$ cat src/rtl/cordic_pkg.sv
// Shared definitions for the CORDIC iteration sequencer: state encoding,
// default iteration count / index width and mode encodings.
package cordic_pkg;

  localparam int unsigned N_ITER_DEF = 16;
  localparam int unsigned IW_DEF     = 5;

  localparam logic MODE_ROT = 1'b0;
  localparam logic MODE_VEC = 1'b1;

  typedef enum logic [1:0] {
    ST_IDLE = 2'd0,
    ST_LOAD = 2'd1,
    ST_ITER = 2'd2,
    ST_DONE = 2'd3
  } state_e;

endpackage

$ cat src/rtl/cordic_iter_cnt.sv
// Iteration index counter: clear has priority over enable; tc_o flags the
// last micro-rotation (cnt == N_ITER-1).
module cordic_iter_cnt
  import cordic_pkg::*;
#(
  parameter int unsigned N_ITER = N_ITER_DEF,
  parameter int unsigned IW     = IW_DEF
) (
  input  logic          clk_i,
  input  logic          rst_i,
  input  logic          clr_i,
  input  logic          en_i,
  output logic [IW-1:0] cnt_o,
  output logic          tc_o
);

  localparam logic [IW-1:0] LAST = IW'(N_ITER - 1);

  logic [IW-1:0] cnt_q;
  logic [IW-1:0] cnt_d;

  always_comb begin
    cnt_d = cnt_q;
    if (clr_i) begin
      cnt_d = '0;
    end else if (en_i) begin
      cnt_d = cnt_q + IW'(1);
    end
  end

  always_ff @(posedge clk_i) begin
    if (rst_i) begin
      cnt_q <= '0;
    end else begin
      cnt_q <= cnt_d;
    end
  end

  assign cnt_o = cnt_q;
  assign tc_o  = (cnt_q == LAST);

endmodule

$ cat src/rtl/cordic_iter_ctrl.sv
// CORDIC iteration sequencer: IDLE -> LOAD -> ITER x N_ITER -> DONE handshake.
// Define CORDIC_ITER_CTRL_ABORT_EN to add an abort input for LOAD/ITER.
module cordic_iter_ctrl
  import cordic_pkg::*;
#(
  parameter int unsigned N_ITER = N_ITER_DEF,
  parameter int unsigned IW     = IW_DEF
) (
  input  logic          clk,
  input  logic          rst,
  input  logic          start,
  input  logic          mode,
`ifdef CORDIC_ITER_CTRL_ABORT_EN
  input  logic          abort,
`endif
  output logic          in_ready,
  output logic          ld,
  output logic          sel_init,
  output logic [IW-1:0] iter,
  output logic          mode_q,
  output logic          busy,
  output logic          out_valid,
  input  logic          out_ready
);

  state_e state_q, state_d;
  logic   mode_cap_q, mode_cap_d;
  logic   cnt_clr, cnt_en, cnt_tc;

  cordic_iter_cnt #(
    .N_ITER (N_ITER),
    .IW     (IW)
  ) u_cnt (
    .clk_i (clk),
    .rst_i (rst),
    .clr_i (cnt_clr),
    .en_i  (cnt_en),
    .cnt_o (iter),
    .tc_o  (cnt_tc)
  );

  always_comb begin
    state_d    = state_q;
    mode_cap_d = mode_cap_q;
    cnt_clr    = 1'b1;
    cnt_en     = 1'b0;
    in_ready   = 1'b0;
    ld         = 1'b0;
    sel_init   = 1'b0;
    busy       = 1'b0;
    out_valid  = 1'b0;
    unique case (state_q)
      ST_IDLE: begin
        in_ready = 1'b1;
        if (start) begin
          state_d    = ST_LOAD;
          mode_cap_d = mode;
        end
      end
      ST_LOAD: begin
        ld       = 1'b1;
        sel_init = 1'b1;
        busy     = 1'b1;
        state_d  = ST_ITER;
      end
      ST_ITER: begin
        ld      = 1'b1;
        busy    = 1'b1;
        // counter self-clears on the terminal count so iter is 0 in DONE
        cnt_clr = cnt_tc;
        cnt_en  = 1'b1;
        if (cnt_tc) begin
          state_d = ST_DONE;
        end
      end
      ST_DONE: begin
        out_valid = 1'b1;
        if (out_ready) begin
          state_d = ST_IDLE;
        end
      end
      default: state_d = ST_IDLE;
    endcase
`ifdef CORDIC_ITER_CTRL_ABORT_EN
    if (abort && (state_q == ST_LOAD || state_q == ST_ITER)) begin
      state_d = ST_IDLE;
      cnt_clr = 1'b1;
    end
`endif
  end

  always_ff @(posedge clk) begin
    if (rst) begin
      state_q    <= ST_IDLE;
      mode_cap_q <= MODE_ROT;
    end else begin
      state_q    <= state_d;
      mode_cap_q <= mode_cap_d;
    end
  end

  assign mode_q = mode_cap_q;

endmodule

$ cat config.mk
export PLATFORM = sky130hd
export DESIGN_NAME = cordic_iter_ctrl
export DESIGN_NICKNAME = d
export VERILOG_FILES = /design/src/rtl/cordic_pkg.sv /design/src/rtl/cordic_iter_cnt.sv /design/src/rtl/cordic_iter_ctrl.sv
export SDC_FILE = /design/constraint.sdc
export NUM_CORES = 1
export LEC_CHECK = 0
export CORE_AREA = 3 3 40 42
export DETAILED_ROUTE_END_ITERATION = 16
export DIE_AREA = 0 0 43 45
export GPL_TIMING_DRIVEN = 0
export PLACE_DENSITY = 0.56
export RECOVER_POWER = 100
export SYNTH_ARGS = -nofsm -noshare
export SYNTH_HDL_FRONTEND = slang
export SYNTH_SLANG_ARGS = --single-unit
$ cat constraint.sdc
create_clock -name clk -period 4.4 [get_ports clk]
set_clock_uncertainty 0.05 [all_clocks]
set_input_delay 0.88 -clock clk [delete_from_list [all_inputs] [get_ports clk]]
set_output_delay 0.88 -clock clk [all_outputs]
set_load 0.01 [all_outputs]
# --- Yosys cells after proc, flatten, opt, wreduce, memory -nomap -nowiden ---
# Cells that the tools add are included.
word_totals:
  out_inout_bits: 11
  inputBits: 5
  register_bits: 8
op_classes:
  addsub: 1
  n_reduce_logical: 5
  eq_ne: 7
  n_mux: 10
ops:
  columns: ["operator", "count"]
  rows:
  - ["$pmux 2 s4", 1]
  - ["$mux 1", 6]
  - ["$mux 2", 3]
  - ["$ne 2x2->1 const B", 3]
  - ["$add 5x1->5 const B", 1]
  - ["$eq 5x4->1 const B", 1]
  - ["$eq 2x2->1 const B", 2]
  - ["$reduce_or 2->1", 2]
  - ["$reduce_and 3->1", 1]
  - ["$eq 2x1->1 const B", 1]
  - ["$logic_not 2->1", 1]
  - ["$reduce_and 2->1", 1]

# --- Logic depth before layout (Yosys ltp) ---
# Gate-level depths: netlist of run 1.
depth:
  ltp_word: 3
  ltp_mapped: 6
  ltp_nobuf: 6

# --- By module ---
# A second synthesis of run 1 with hierarchy kept.
hier_totals:
  hier_cells: 50
  area_unflattened_um2: 479.2
modules_own_cells:
  columns: ["module", "seq_area_each_um2", "instances", "cells_each", "area_per_inst_um2"]
  rows:
  - ["cordic_iter_cnt", 100.1, 1, 24, 257.7]
  - ["cordic_iter_ctrl", 60.1, 1, 26, 221.5]

# --- Worst setup path after synthesis of run 1 ---
# Ideal clock, no wire load.
synth_path:
  path_type: "register to output"
  startpoint: "register state_q[0]"
  endpoint: "output port ld"
  path_stages_with_launch: 4
  path_buffers: 1
  t_required_ps: 3470
  arrival_ps: 937
  setup_slack_ps: 2533
  cell_sequence: "dfxtp_1 > inv_1 > ha_1 > buf_4"
synth_between:
  elab_chain_len: 3
  word_cells_on_any_way: 4
  classes_between: "eq/ne (2); mux (1); reduce/logical (1)"
synth_rtl:
  columns: ["item", "line_no", "rtl"]
  rows:
  - ["start, declared", "cordic_iter_ctrl.sv:26", "state_e state_q, state_d;"]
  - ["start signal, assigned", "cordic_iter_ctrl.sv:97", "state_q <= state_d;"]
  - ["$eq 2x2->1 / $eq 2x1->1 (equally long branches)", null, null]
  - ["$reduce_or 2->1 (no source line) *", null, null]
  - ["$mux 1 *", null, null]
  - ["end, declared", "cordic_iter_ctrl.sv:17", "output logic ld,"]
# Every way passes the cells marked *; elsewhere a longest branch is shown, timed or not.

# --- Worst setup path after layout of run 1 ---
layout_path:
  startpoint: "register state_q[0]"
  endpoint: "output port ld"
layout_between:
  elab_chain_len: 3
  word_cells_on_any_way: 4
  classes_between: "eq/ne (2); mux (1); reduce/logical (1)"
layout_rtl:
  columns: ["item", "line_no", "rtl"]
  rows:
  - ["$eq 2x2->1 / $eq 2x1->1 (equally long branches)", "cordic_iter_ctrl.sv:52", "unique case (state_q)"]
  - ["$reduce_or 2->1 (no source line) *", null, null]
  - ["$mux 1 *", "cordic_iter_ctrl.sv:52", null]
# Marked as above.

==> results.toml, run 1 <==
[worst_setup_path]
required_ns = 3.47
crit_arrival_ns = 1.78
worst_setup_path_start_kind = "register"
path_max_fanout = 4
crit_type = "reg2out"
r2r_setup_slack_ns = 2.77
end_kind = "output pin"
r2r_cells = 5
r2r_start = "state_q[0]"
startpoint = "state_q[0]"
reg2reg_to = "state_q[0]"

[route]
via_per_inst = 4.41
drt_wl_total_um = 734
drt-initial-drc-count = 1
drc = 0
vias = 335
wl_per_cell_um = 9.66
drtAntennaViolNets = 0
drt_pre_antenna_iters = 3

[timing]
slew_headroom_pct = 78.9
final-hold-violation-count = 0
worstMarginPinSlew_ns = 0.314
rsz0062_at_grt = "no"
layout_setup_ws_ns = 1.69
setup_viol = 0
fin_hold_ws_ns = 0.411
layout_min_cycle_time_ns = 2.71
timing.final.crit_share_pct = 61.5
max_freq_ghz = 0.370
drv_slew = 0
fin_tns_setup_ns = 0

[layout]
antenna_cells = 0
area_growth_pct = 47.8
layout.filler_cells = 139
layout.cells.non_filler = 76
drive_gt1_share_pct = 6.56
nets = 75
final_core_util_pct = 46.1
final_area_um2 = 592

[synth]
ys_warn_count = 0
synth_fp_nets = 55
avgSynthCellArea_um2 = 9.31
synth_area_um2 = 400
ys_seq_area_share_pct = 40.0
yosys-top-cells-area = "dfxtp_1 40%, ha_1 22%, nand2_1 4.7%"
synth_top_area_share_pct = 40.0
yosys.area.top_type = "dfxtp_1"
synth_cell_types = 16
synth_cells = 43
synth_seq_cells = 8

[die]
die_h_um = 45
die_x_um = 43
initial_core_util_pct = 31.2
coreArea_um2 = 1280
boundaryPins = 16
dieArea_um2 = 1940
rows = 13

[cts]
cts_tree = "yes"
cts_hold_repair.buffers = 0
clock_sinks = 8
clock_latency_ns = 0.25
cts-buffers-inserted = 3
clk_path_buf_depth = 2
htreeDepth = 1
cts.clk_slew.worst_paths_ns = 0.05
cts_resized = 0
post_cts.repair.setup_buffers = 0
cts-root-buf = "clkbuf_4"

[global_routing]
grt-ovfl-total = 0
antenna_found_initial = 0
grt_start_max_net_pins = 6
grt_pass1_wl_um = 1260
grt_usage_pct = 9.01
grt_pass1_vias = 323

[power]
irDropWorstVdd_v = 0.000272
leakage_nw = 0.292
total_power_mw = 0.278
power_density_nw_per_um2 = 470

[place]
place_area_um2 = 569
gp_congestion = 0.646
post-place-ws_ns = 2.05
hpwl_um = 634
dpl.cell_count = 73
port_buffers = 15

[status]
status = "completed"

[worst_hold_path]
holdCritPathClass = "reg2reg"
holdPathStages = 1
min_to = "u_cnt.cnt_o[0]"
worstHoldStart = "u_cnt.cnt_o[0]"

[job]
maxCapViolations = 0
==> logic make-up after synthesis <==
| kind of cell | share of synthesized area (%) |
|---|---|
| AND/OR/NAND/NOR | 21.9 |
| flip-flops | 40.0 |
| adder cells (fa/ha/maj) | 21.9 |
| buffers and inverters | 5.62 |
| AO/OA/AOI/OAI | 3.75 |
| XOR/XNOR | 4.38 |
| multiplexers | 2.50 |
==> worst max path at each step <==
stage,end
2_1_floorplan,ld
3_3_place_gp,ld
3_5_place_dp,ld
4_1_cts,ld
5_1_grt,ld
6_report,ld
==> cells in the final DEF (no fill, tap or decap), drive strengths merged <==
cell type and n:
clkdlybuf4s50 2, clkbuf 3, a21oi 1, xor2 1, nor2 4, or4 1, dfxtp 8, nor3 1
xnor2 1, mux2i 1, inv 4, nand3 2, o211a 1, and3 2, dlygate4sd3 13, nand2 5
nor2b 3, buf 1, ha 7
==> routing by layer <==
layer / up-vias / global-route usage (%) / part of all wire, %
li1: 178 / - / -
met1: 144 / 10.2 / 46
met2: 13 / 14.4 / 46
met3: 0 / 3.59 / 8.0
met4: 0 / 5.42 / 0
met5: - / 0 / 0
==> final cells by class <==
cell class | instances | area (µm²) | share of cell area (%)
Buffer | 1 | 7.51 | 1.27
Clock buffer | 3 | 22.5 | 3.81
Inverter | 4 | 15.0 | 2.54
Multi-Input combinational cell | 30 | 218 | 36.8
Sequential cell | 8 | 160 | 27.1
Tap cell | 15 | 18.8 | 3.17
Timing Repair Buffer | 15 | 150 | 25.4
==> synth_stat cells (all sizes together) <==
cell	number
or4	1
o211a	1
xor2	1
buf	1
ha	7
nor2	4
nand2	5
nor2b	3
xnor2	1
dfxtp	8
inv	4
and3	2
mux2i	1
nor3	1
nand3	2
a21oi	1
==> sequential cells by signal (all words and copies together), names as in the netlist <==
signal,count
u_cnt.cnt_o,5
state_q,2
mode_q,1
==> worst max-delay path, stage by stage, from the launching register on <==
cell	delay, ns
dfxtp_1	0.38
inv_1	0.10
ha_1	0.32
buf_4	0.14
dlygate4sd3_1	0.59
==> power breakdown <==
part           internal (mW)  switching, mW
combinational         0.0727         0.0590
sequential            0.0827        0.00970
clock                 0.0311         0.0228
total                  0.186         0.0915
Power figures use the tool's default switching activity.
==> inputs of run 2 (changes only) <==
- clock period: 4.4 -> 2.5 ns (I/O delays scaled with it)
==> results.toml, run 2 (synthesis results as in run 1) <==
[die]
die_h_um = 45
coreArea_um2 = 1280
dieArea_um2 = 1940
die_x_um = 43
initial_core_util_pct = 31.2
rows = 13
boundaryPins = 16

[cts]
clock_latency_ns = 0.25
htreeDepth = 1
post_cts.repair.setup_buffers = 0
cts_resized = 0
cts-root-buf = "clkbuf_4"
cts_tree = "yes"
clk_path_buf_depth = 2
cts_hold_repair.buffers = 0
cts-buffers-inserted = 3
clock_sinks = 8
cts.clk_slew.worst_paths_ns = 0.05

[route]
drt_pre_antenna_iters = 3
drt-initial-drc-count = 1
drtAntennaViolNets = 0
vias = 335
drc = 0
wl_per_cell_um = 9.67
via_per_inst = 4.41
drt_wl_total_um = 735

[worst_setup_path]
required_ns = 1.95
worst_setup_path_start_kind = "register"
r2r_cells = 5
reg2reg_to = "state_q[0]"
crit_type = "reg2out"
r2r_start = "state_q[0]"
slowest_delay_ns = 0.59
end_kind = "output pin"
r2r_setup_slack_ns = 0.87
cp_cell_sequence = "inv_1 -> ha_1 -> buf_4 -> dlygate4sd3_1"
crit_arrival_ns = 1.78
path_max_fanout = 4
crit_slowest_cell = "dlygate4sd3_1"

[place]
dpl.cell_count = 73
place_area_um2 = 569
port_buffers = 15
gp_congestion = 0.646
hpwl_um = 634

[job]
maxCapViolations = 0

[power]
power_density_nw_per_um2 = 828
swShare_pct = 32.9
p_sw_mw = 0.161
total_power_mw = 0.490
irDropWorstVdd_v = 0.000479
combPwrFrac_pct = 47.4
p_int_mw = 0.329
leakage_nw = 0.291
seq_power_share_pct = 33.2
clkPwrFrac_pct = 19.4

[global_routing]
grt_pass1_wl_um = 1260
grt_pass1_vias = 323
grt_usage_pct = 9.01
antenna_found_initial = 0
grt_start_max_net_pins = 6
grt-ovfl-total = 0

[timing]
worstMarginPinSlew_ns = 0.314
max_freq_ghz = 0.430
setup_viol = 0
rsz0062_at_grt = "no"
slew_headroom_pct = 78.9
drv_slew = 0
timing.final.crit_share_pct = 93.0
final-hold-violation-count = 0
layout_min_cycle_time_ns = 2.33
fin_tns_setup_ns = 0

[layout]
largest_reg_flops = 5
final_common_cell = "dlygate4sd3_1"
antenna_cells = 0
area_growth_pct = 47.8
drive_gt1_share_pct = 6.56
most-common-layout-cells = "11 x dlygate4sd3_1, 8 x dfxtp_1, 7 x ha_1"
nets = 75
layout.filler_cells = 139
final_area_um2 = 592
layout.cells.non_filler = 76

[worst_hold_path]
holdCritPathClass = "reg2reg"
min_to = "u_cnt.cnt_o[0]"
holdPathStages = 1
worstHoldStart = "u_cnt.cnt_o[0]"

[status]
status = "completed"
[run 2: power groups by stage]
stage / combinational, mW / sequential, mW / clock [mW]
after global routing: 0.256 / 0.166 / 0.110
after CTS: 0.259 / 0.164 / 0.101
after floorplan: 0.142 / 0.164 / 0
after detailed placement: 0.257 / 0.166 / 0
final: 0.232 / 0.163 / 0.0949
after global placement: 0.255 / 0.166 / 0
[run 2: how the worst max path moves through the flow]
stage,slack [ns],cells after the start,start,to
detailed placement,0.53,4,state_q[0],ld
CTS,0.25,4,state_q[0],ld
global route,0.10,4,state_q[0],ld
global placement,0.52,4,state_q[0],ld
floorplan,0.92,5,state_q[0],state_q[0]
finish,0.17,4,state_q[0],ld
[run 2: stage by stage]
step / util, % / setup WS [ns] / hold slack, ns
3_5_place_dp: 44.3 / 0.534 / 0.410
6_report: 46.1 / 0.174 / 0.411
5_1_grt: 46.1 / 0.103 / 0.456
4_1_cts: 46.1 / 0.247 / 0.423
3_3_place_gp: 44.3 / 0.520 / 0.392
2_1_floorplan: - / 0.923 / 0.418
[run 2: worst max-delay path, delay by kind of cell, from the launching register on]
family                     cells  cell delay, ns
buffers and inverters          3            0.83
adders and majority gates      1            0.32
DFF                            1            0.38
[run 2: layer usage]
| metal | GRT usage, % | up-vias | share of wire (%) |
|---|---|---|---|
| met2 | 14.4 | 13 | 46 |
| met1 | 10.2 | 144 | 46 |
| met5 | 0 | - | 0 |
| li1 | - | 178 | - |
| met3 | 3.59 | 0 | 8.0 |
| met4 | 5.42 | 0 | 0 |
[run 2: layout make-up]
type | count | area [µm²] | area share [%]
multi-input cells | 30 | 218 | 36.8
clock buffers | 3 | 22.5 | 3.81
inverters | 4 | 15.0 | 2.54
flip-flops and latches | 8 | 160 | 27.1
plain buffers | 1 | 7.51 | 1.27
repair buffers | 15 | 150 | 25.4
well taps | 15 | 18.8 | 3.17
